--- config.mk ---
export PLATFORM = sky130hd
export DESIGN_NAME = connect_four_input_conditioner_flat
export DESIGN_NICKNAME = d
export VERILOG_FILES = /design/src/rtl/connect_four_input_conditioner_pkg.sv /design/src/rtl/connect_four_input_conditioner_if.sv /design/src/rtl/connect_four_input_conditioner_button_debouncer.sv /design/src/rtl/connect_four_input_conditioner.sv /design/src/flat_wrapper.sv
export SDC_FILE = /design/constraint.sdc
export NUM_CORES = 1
export LEC_CHECK = 0
export BUFFER_PORTS_ARGS = -buffer_cell sky130_fd_sc_hd__buf_2
export CORE_MARGIN = 2
export CORE_UTILIZATION = 50
export DETAILED_ROUTE_END_ITERATION = 7
export GPL_ROUTABILITY_DRIVEN = 0
export PLACE_DENSITY_LB_ADDON = 0.2
export SYNTH_ARGS = -nofsm -noshare
export SYNTH_HDL_FRONTEND = slang
export SYNTH_SLANG_ARGS = --single-unit
export TNS_END_PERCENT = 10
--- constraint.sdc ---
create_clock -name clk_25MHz -period 4.15 [get_ports clk_25MHz]
set_clock_uncertainty 0.1 [all_clocks]
set_input_delay 0.6225 -clock clk_25MHz [delete_from_list [all_inputs] [get_ports clk_25MHz]]
set_output_delay 0.6225 -clock clk_25MHz [all_outputs]
set_load 0.01 [all_outputs]
--- src/rtl/connect_four_input_conditioner_pkg.sv ---
// connect_four_input_conditioner_pkg: shared cycle defaults, counter width and repeat FSM state type
// Defaults assume a 25 MHz clock: 10 ms debounce, 300 ms first repeat, 100 ms repeat interval.
package connect_four_input_conditioner_pkg;
    localparam int DEBOUNCE_CYCLES_DEF = 250000;
    localparam int HOLD_CYCLES_DEF     = 7500000;
    localparam int REPEAT_CYCLES_DEF   = 2500000;
    localparam int CNT_W_DEF           = 23;
    typedef enum logic [1:0] {IDLE, HOLD, REPEAT} rep_state_e;
endpackage

--- src/rtl/connect_four_input_conditioner_if.sv ---
// connect_four_input_conditioner_if: raw buttons, enable and conditioned pulses of the input conditioner
// Ports (signals):
//   btn_left_raw / btn_right_raw / btn_drop_raw : raw asynchronous buttons, active-high
//   enable                                       : gates all pulses and repeat timers
//   move_left / move_right / drop_piece          : registered single-cycle pulses
//   btn_state                                    : debounced levels {drop, right, left}
// master drives the buttons and enable; slave is the conditioner.
interface connect_four_input_conditioner_if;
    logic       btn_left_raw;
    logic       btn_right_raw;
    logic       btn_drop_raw;
    logic       enable;
    logic       move_left;
    logic       move_right;
    logic       drop_piece;
    logic [2:0] btn_state;
    modport master (
        output btn_left_raw, btn_right_raw, btn_drop_raw, enable,
        input  move_left, move_right, drop_piece, btn_state
    );
    modport slave (
        input  btn_left_raw, btn_right_raw, btn_drop_raw, enable,
        output move_left, move_right, drop_piece, btn_state
    );
endinterface

--- src/rtl/connect_four_input_conditioner_button_debouncer.sv ---
// connect_four_input_conditioner_button_debouncer: 2-FF synchroniser, debounce counter and press detect
// Ports:
//   clk_25MHz, rst : clock and asynchronous active-high reset
//   raw            : raw asynchronous button
//   level          : debounced level
//   rise           : high for the one cycle after level goes high (press event)
module connect_four_input_conditioner_button_debouncer
    import connect_four_input_conditioner_pkg::*;
#(
    parameter int DEBOUNCE_CYCLES = DEBOUNCE_CYCLES_DEF,
    parameter int CNT_W           = CNT_W_DEF
) (
    input  logic clk_25MHz,
    input  logic rst,
    input  logic raw,
    output logic level,
    output logic rise
);
    logic [1:0]       sync_q, sync_d;
    logic             level_q, level_d;
    logic             prev_q, prev_d;
    logic             flip;
    logic [CNT_W-1:0] cnt_q, cnt_d;

    always_ff @(posedge clk_25MHz or posedge rst) begin
        if (rst) begin
            sync_q  <= '0;
            level_q <= 1'b0;
            prev_q  <= 1'b0;
            cnt_q   <= '0;
        end else begin
            sync_q  <= sync_d;
            level_q <= level_d;
            prev_q  <= prev_d;
            cnt_q   <= cnt_d;
        end
    end

    // sync_q[1] is the synchronised sample; any sample matching the level restarts the count
    always_comb begin
        sync_d  = {sync_q[0], raw};
        flip    = (sync_q[1] != level_q) && (cnt_q == CNT_W'(DEBOUNCE_CYCLES - 1));
        cnt_d   = (sync_q[1] == level_q || flip) ? '0 : cnt_q + CNT_W'(1);
        level_d = level_q ^ flip;
        prev_d  = level_q;
    end

    assign level = level_q;
    assign rise  = level_q & ~prev_q;
endmodule

--- src/rtl/connect_four_input_conditioner.sv ---
// connect_four_input_conditioner: debounced Connect Four buttons to single-cycle move/drop pulses
// Ports:
//   clk_25MHz, rst : clock and asynchronous active-high reset
//   io (slave)     : raw buttons and enable in; move_left/move_right/drop_piece pulses and btn_state out
// Left and right auto-repeat while held; drop fires once per press. Drop wins over a move in
// the same cycle, simultaneous left+right cancel each other, and the losers are not deferred.
module connect_four_input_conditioner
    import connect_four_input_conditioner_pkg::*;
#(
    parameter int DEBOUNCE_CYCLES = DEBOUNCE_CYCLES_DEF,
    parameter int HOLD_CYCLES     = HOLD_CYCLES_DEF,
    parameter int REPEAT_CYCLES   = REPEAT_CYCLES_DEF,
    parameter int CNT_W           = CNT_W_DEF
) (
    input logic                          clk_25MHz,
    input logic                          rst,
    connect_four_input_conditioner_if.slave io
);
    logic [2:0] raw, level, rise;
    logic [1:0] rep_req;
    logic       move_left_q, move_left_d;
    logic       move_right_q, move_right_d;
    logic       drop_piece_q, drop_piece_d;

    assign raw = {io.btn_drop_raw, io.btn_right_raw, io.btn_left_raw};

    for (genvar b = 0; b < 3; b++) begin : g_btn
        connect_four_input_conditioner_button_debouncer #(
            .DEBOUNCE_CYCLES(DEBOUNCE_CYCLES),
            .CNT_W          (CNT_W)
        ) u_db (
            .clk_25MHz(clk_25MHz),
            .rst      (rst),
            .raw      (raw[b]),
            .level    (level[b]),
            .rise     (rise[b])
        );
    end

    // Repeat FSM per move channel (0 = left, 1 = right). A low debounced level only occurs in
    // HOLD/REPEAT after a fall, so testing the level is the release condition. Holding the FSM
    // in IDLE while disabled means a button held across enable rising needs a fresh press.
    for (genvar m = 0; m < 2; m++) begin : g_rep
        rep_state_e       state_q, state_d;
        logic [CNT_W-1:0] cnt_q, cnt_d;
        logic             req;

        always_ff @(posedge clk_25MHz or posedge rst) begin
            if (rst) begin
                state_q <= IDLE;
                cnt_q   <= '0;
            end else begin
                state_q <= state_d;
                cnt_q   <= cnt_d;
            end
        end

        always_comb begin
            state_d = IDLE;
            cnt_d   = '0;
            req     = 1'b0;
            if (io.enable && level[m]) begin
                case (state_q)
                    IDLE: begin
                        req     = rise[m];
                        state_d = rise[m] ? HOLD : IDLE;
                    end
                    HOLD: begin
                        req     = cnt_q == CNT_W'(HOLD_CYCLES - 1);
                        state_d = req ? REPEAT : HOLD;
                        cnt_d   = req ? '0 : cnt_q + CNT_W'(1);
                    end
                    REPEAT: begin
                        req     = cnt_q == CNT_W'(REPEAT_CYCLES - 1);
                        state_d = REPEAT;
                        cnt_d   = req ? '0 : cnt_q + CNT_W'(1);
                    end
                    default: state_d = IDLE;
                endcase
            end
        end

        assign rep_req[m] = req;
    end

    always_comb begin
        drop_piece_d = rise[2] & io.enable;
        move_left_d  = rep_req[0] & ~rep_req[1] & ~drop_piece_d;
        move_right_d = rep_req[1] & ~rep_req[0] & ~drop_piece_d;
    end

    always_ff @(posedge clk_25MHz or posedge rst) begin
        if (rst) begin
            move_left_q  <= 1'b0;
            move_right_q <= 1'b0;
            drop_piece_q <= 1'b0;
        end else begin
            move_left_q  <= move_left_d;
            move_right_q <= move_right_d;
            drop_piece_q <= drop_piece_d;
        end
    end

    assign io.move_left  = move_left_q;
    assign io.move_right = move_right_q;
    assign io.drop_piece = drop_piece_q;
    assign io.btn_state  = level;
endmodule

--- src/flat_wrapper.sv ---
// flat-port wrapper written by rule: the top's interface ports become plain ports
module connect_four_input_conditioner_flat import connect_four_input_conditioner_pkg::*;
#(
    parameter int DEBOUNCE_CYCLES = DEBOUNCE_CYCLES_DEF,
    parameter int HOLD_CYCLES     = HOLD_CYCLES_DEF,
    parameter int REPEAT_CYCLES   = REPEAT_CYCLES_DEF,
    parameter int CNT_W           = CNT_W_DEF
)
  (clk_25MHz, rst, io_btn_left_raw, io_btn_right_raw, io_btn_drop_raw, io_enable, io_move_left, io_move_right, io_drop_piece, io_btn_state);
  connect_four_input_conditioner_if io_i ();
  input logic clk_25MHz;
  input logic rst;
  input wire logic [$bits(io_i.btn_left_raw)-1:0] io_btn_left_raw;
  input wire logic [$bits(io_i.btn_right_raw)-1:0] io_btn_right_raw;
  input wire logic [$bits(io_i.btn_drop_raw)-1:0] io_btn_drop_raw;
  input wire logic [$bits(io_i.enable)-1:0] io_enable;
  output wire logic [$bits(io_i.move_left)-1:0] io_move_left;
  output wire logic [$bits(io_i.move_right)-1:0] io_move_right;
  output wire logic [$bits(io_i.drop_piece)-1:0] io_drop_piece;
  output wire logic [$bits(io_i.btn_state)-1:0] io_btn_state;
  assign io_i.btn_left_raw = io_btn_left_raw;
  assign io_i.btn_right_raw = io_btn_right_raw;
  assign io_i.btn_drop_raw = io_btn_drop_raw;
  assign io_i.enable = io_enable;
  assign io_move_left = io_i.move_left;
  assign io_move_right = io_i.move_right;
  assign io_drop_piece = io_i.drop_piece;
  assign io_btn_state = io_i.btn_state;
  connect_four_input_conditioner #(.DEBOUNCE_CYCLES(DEBOUNCE_CYCLES), .HOLD_CYCLES(HOLD_CYCLES), .REPEAT_CYCLES(REPEAT_CYCLES), .CNT_W(CNT_W)) u_core (.clk_25MHz(clk_25MHz), .rst(rst), .io(io_i));
endmodule
==> run summary <==
largest net degree at the start of global routing - 93
final core occ - 0.580
power density cells - 409 nW/um^2
fill count - 1088
Psw - 0.637 mW
Syn Inst Count - 652
number of synthesized flops with an enable pin - 0
Seq cells post-synth - 134
global-route wire length before repair - 21.0 mm
status - complete, no violations
post-synth top area share - 0.519
DRT antenna net count - 0
R2R Setup Slk - 1.51 ns
number of vias in the routed layout - 4542
worst hold path class - input port to flip-flop
Crit. Startpoint - u_core.g_rep[1].cnt_q[20]
DRC viols - 0
Area Growth Syn to Fin - 13.2%
dpl hpwl - 7.57 mm
commonest non-fill, non-tap cell in the layout - nor2_1
Die W - 118 microns
HP Start - io_btn_drop_raw
Worst setup SP type - flip-flop
part of the Yosys area used for sequential elements - 0.519
Worst Path Required - 4.31 ns
IO buf count - 11
die area - 13800 sq um
clk buf depth - 2
CTS clk-pin slew, worst paths - 0.06 ns
Flop pwr share - 0.443
total wire length - 11.6 mm
row cnt - 41
Clk network pwr share - 0.538
Max Clock Freq - 0.378 GHz
Crit-path slowest cell - o2111ai_2
drt pass-1 iters - 4
io pins - 12
unrepaired setup endpoints after global routing - no
total grt overflow - 0
footprint of the multi-input gates - 2940 sq um
Worst Path Arrival - 2.81 ns
Design Area, Final - 7310 sq um
Final Cycle Share - 0.637
reg2reg end - u_core.g_rep[1].cnt_q[11]
vias in the first global route - 4542
top cells by area, synth - dfrtp_1 52%, xor2_1 8.9%, nor2_1 8.3%
max-cap violations - 0
cells along the critical path - or4b_1 > nor4_1 > a21boi_0 > o2111ai_2 > nor2_1
worst r2r src - u_core.g_rep[1].cnt_q[20]
max incr delay on CP - 0.79 ns
largest area contributor in the synthesized netlist - dfrtp_1
Post-CTS Setup Inserts - 0
static leakage - 3.06 nW
Post-DP Area - 6670 sq um
Max Fanout on Critical Path - 23
# setup viols final - 0
CTS tree - yes
Tmin final - 2.64 ns
syn_area_per_cell - 9.91 sq um
Final Hold Viols - 0
DRT iter0 DRCs - 321
die height - 118 microns
Total Nets Final - 686
htree depth - 4
most frequent cells in the layout - 143 x nor2_1, 134 x dfrtp_1, 66 x xor2_1
setup tns final - 0 ns
Ys Warns - 0
CTS Sinks - 134
core area - 12600 sq um
total CTS buffers - 17
initial core utilization - 0.512
n_diodes - 0
internal power - 2.36 mW
crit path to - u_core.g_rep[1].cnt_q[11]
FF-to-FF path depth - 5
vias per cell - 5.33
library cells used by synthesis - 43
Crit. End Element - flip-flop
Slew Limit Fails - 0
root buffer cell - clkbuf_16
All-Layer GR Usage - 0.186
Sw Ratio - 0.213
register area - 3350 sq um
Routed WL per cell - 13.7 microns
mapped cell area - 6460 sq um
Synth Net Count - 671
critical setup path kind - flip-flop to flip-flop
Clock Latency Late Sink - 0.43 ns
# resized after CTS - 0
Post-CTS Hold Fix Bufs - 0
worst slew pin tran - 1.11 ns
Async SR Flop Fraction - 1.00
Worst slew margin - 0.254
Logic pwr share - 0.018
maximum VDD drop - 0.000303 V
antenna violations before repair - 0
Top FF cell, synth - dfrtp_1
layout cells sized above 1 - 0.0809
-- metal layers --
layer	routed length (microns)	track usage
met1	5580	0.239
met2	5450	0.295
met3	423	0.0557
met4	188	0.0753
met5	0	0
-- cell usage after synthesis, drive strengths merged, types with 4 or more instances --
| cell type | number |
|---|---|
| clkbuf | 11 |
| buf | 7 |
| xor2 | 66 |
| nor3 | 17 |
| nand2 | 37 |
| xnor2 | 42 |
| and3 | 16 |
| nand4 | 34 |
| dfrtp | 134 |
| ha | 13 |
| nor4 | 15 |
| nand2b | 4 |
| nor4b | 6 |
| nor2 | 143 |
| and4 | 10 |
| o21ai | 5 |
| nand3 | 46 |
| inv | 18 |
-- power groups by stage --
stage / clock network, mW / logic, mW / registers, mW
after floorplan: 0 / 0.0399 / 1.35
after global placement: 0 / 0.0566 / 1.35
after detailed placement: 0 / 0.0579 / 1.35
after CTS: 1.64 / 0.0582 / 1.33
after global routing: 1.71 / 0.0662 / 1.33
final: 1.61 / 0.0552 / 1.33
-- cells by family after synthesis --
logic type	share of synthesized area
buffers and inverters	0.0254
XOR/XNOR	0.146
AO/OA/AOI/OAI	0.0141
AND/OR/NAND/NOR	0.263
flip-flops	0.519
adder cells (fa/ha/maj)	0.0252
multiplexers	0.00659
-- state kept, by name, summed over array words and instances (netlist names), named ones only --
register,count
u_core.g_btn.u_db.cnt_q,69
u_core.g_btn.u_db.prev_q,3
u_core.g_btn.u_db.sync_q,6
u_core.g_rep.cnt_q,46
u_core.g_rep.state_q,4
u_core.io.drop_piece,1
u_core.io.move_left,1
u_core.io.move_right,1
-- worst max-delay path, delay by kind of cell (launching register included) --
kind	cells	cell delay [ns]
and+or+nand+nor	3	1.01
AOI/OAI and AO/OA	2	0.95
DFF	1	0.42
-- metrics by stage --
stage | worst slack (ns) | power, mW | std cells | hold WS (ns)
2_1_floorplan | 1.76 | 1.39 | 652 | 0.231
3_3_place_gp | 1.58 | 1.41 | 820 | 0.239
3_5_place_dp | 1.49 | 1.41 | 820 | 0.235
4_1_cts | 1.47 | 3.02 | 852 | 0.187
5_1_grt | 1.21 | 3.10 | 852 | 0.179
6_report | 1.51 | 2.99 | 852 | 0.202
-- worst min path at each step --
stage                                           endpoint  slack [ns]  depth (start not counted)
after floorplan           u_core.g_btn[0].u_db.sync_q[1]        0.23                          0
after global placement    u_core.g_btn[2].u_db.sync_q[1]        0.24                          0
after detailed placement  u_core.g_btn[1].u_db.sync_q[1]        0.23                          0
after CTS                 u_core.g_btn[2].u_db.sync_q[0]        0.19                          1
after global routing      u_core.g_btn[2].u_db.sync_q[0]        0.18                          1
final                     u_core.g_btn[2].u_db.sync_q[0]        0.20                          1
-- final cells by class --
class / instances / share of cell area
Clock buffer: 18 / 0.0601
Clock inverter: 14 / 0.0275
Inverter: 18 / 0.00975
Multi-Input combinational cell: 482 / 0.402
Sequential cell: 134 / 0.459
Tap cell: 172 / 0.0294
Timing Repair Buffer: 14 / 0.0123
Note: power is estimated with default switching activity, not from simulation.
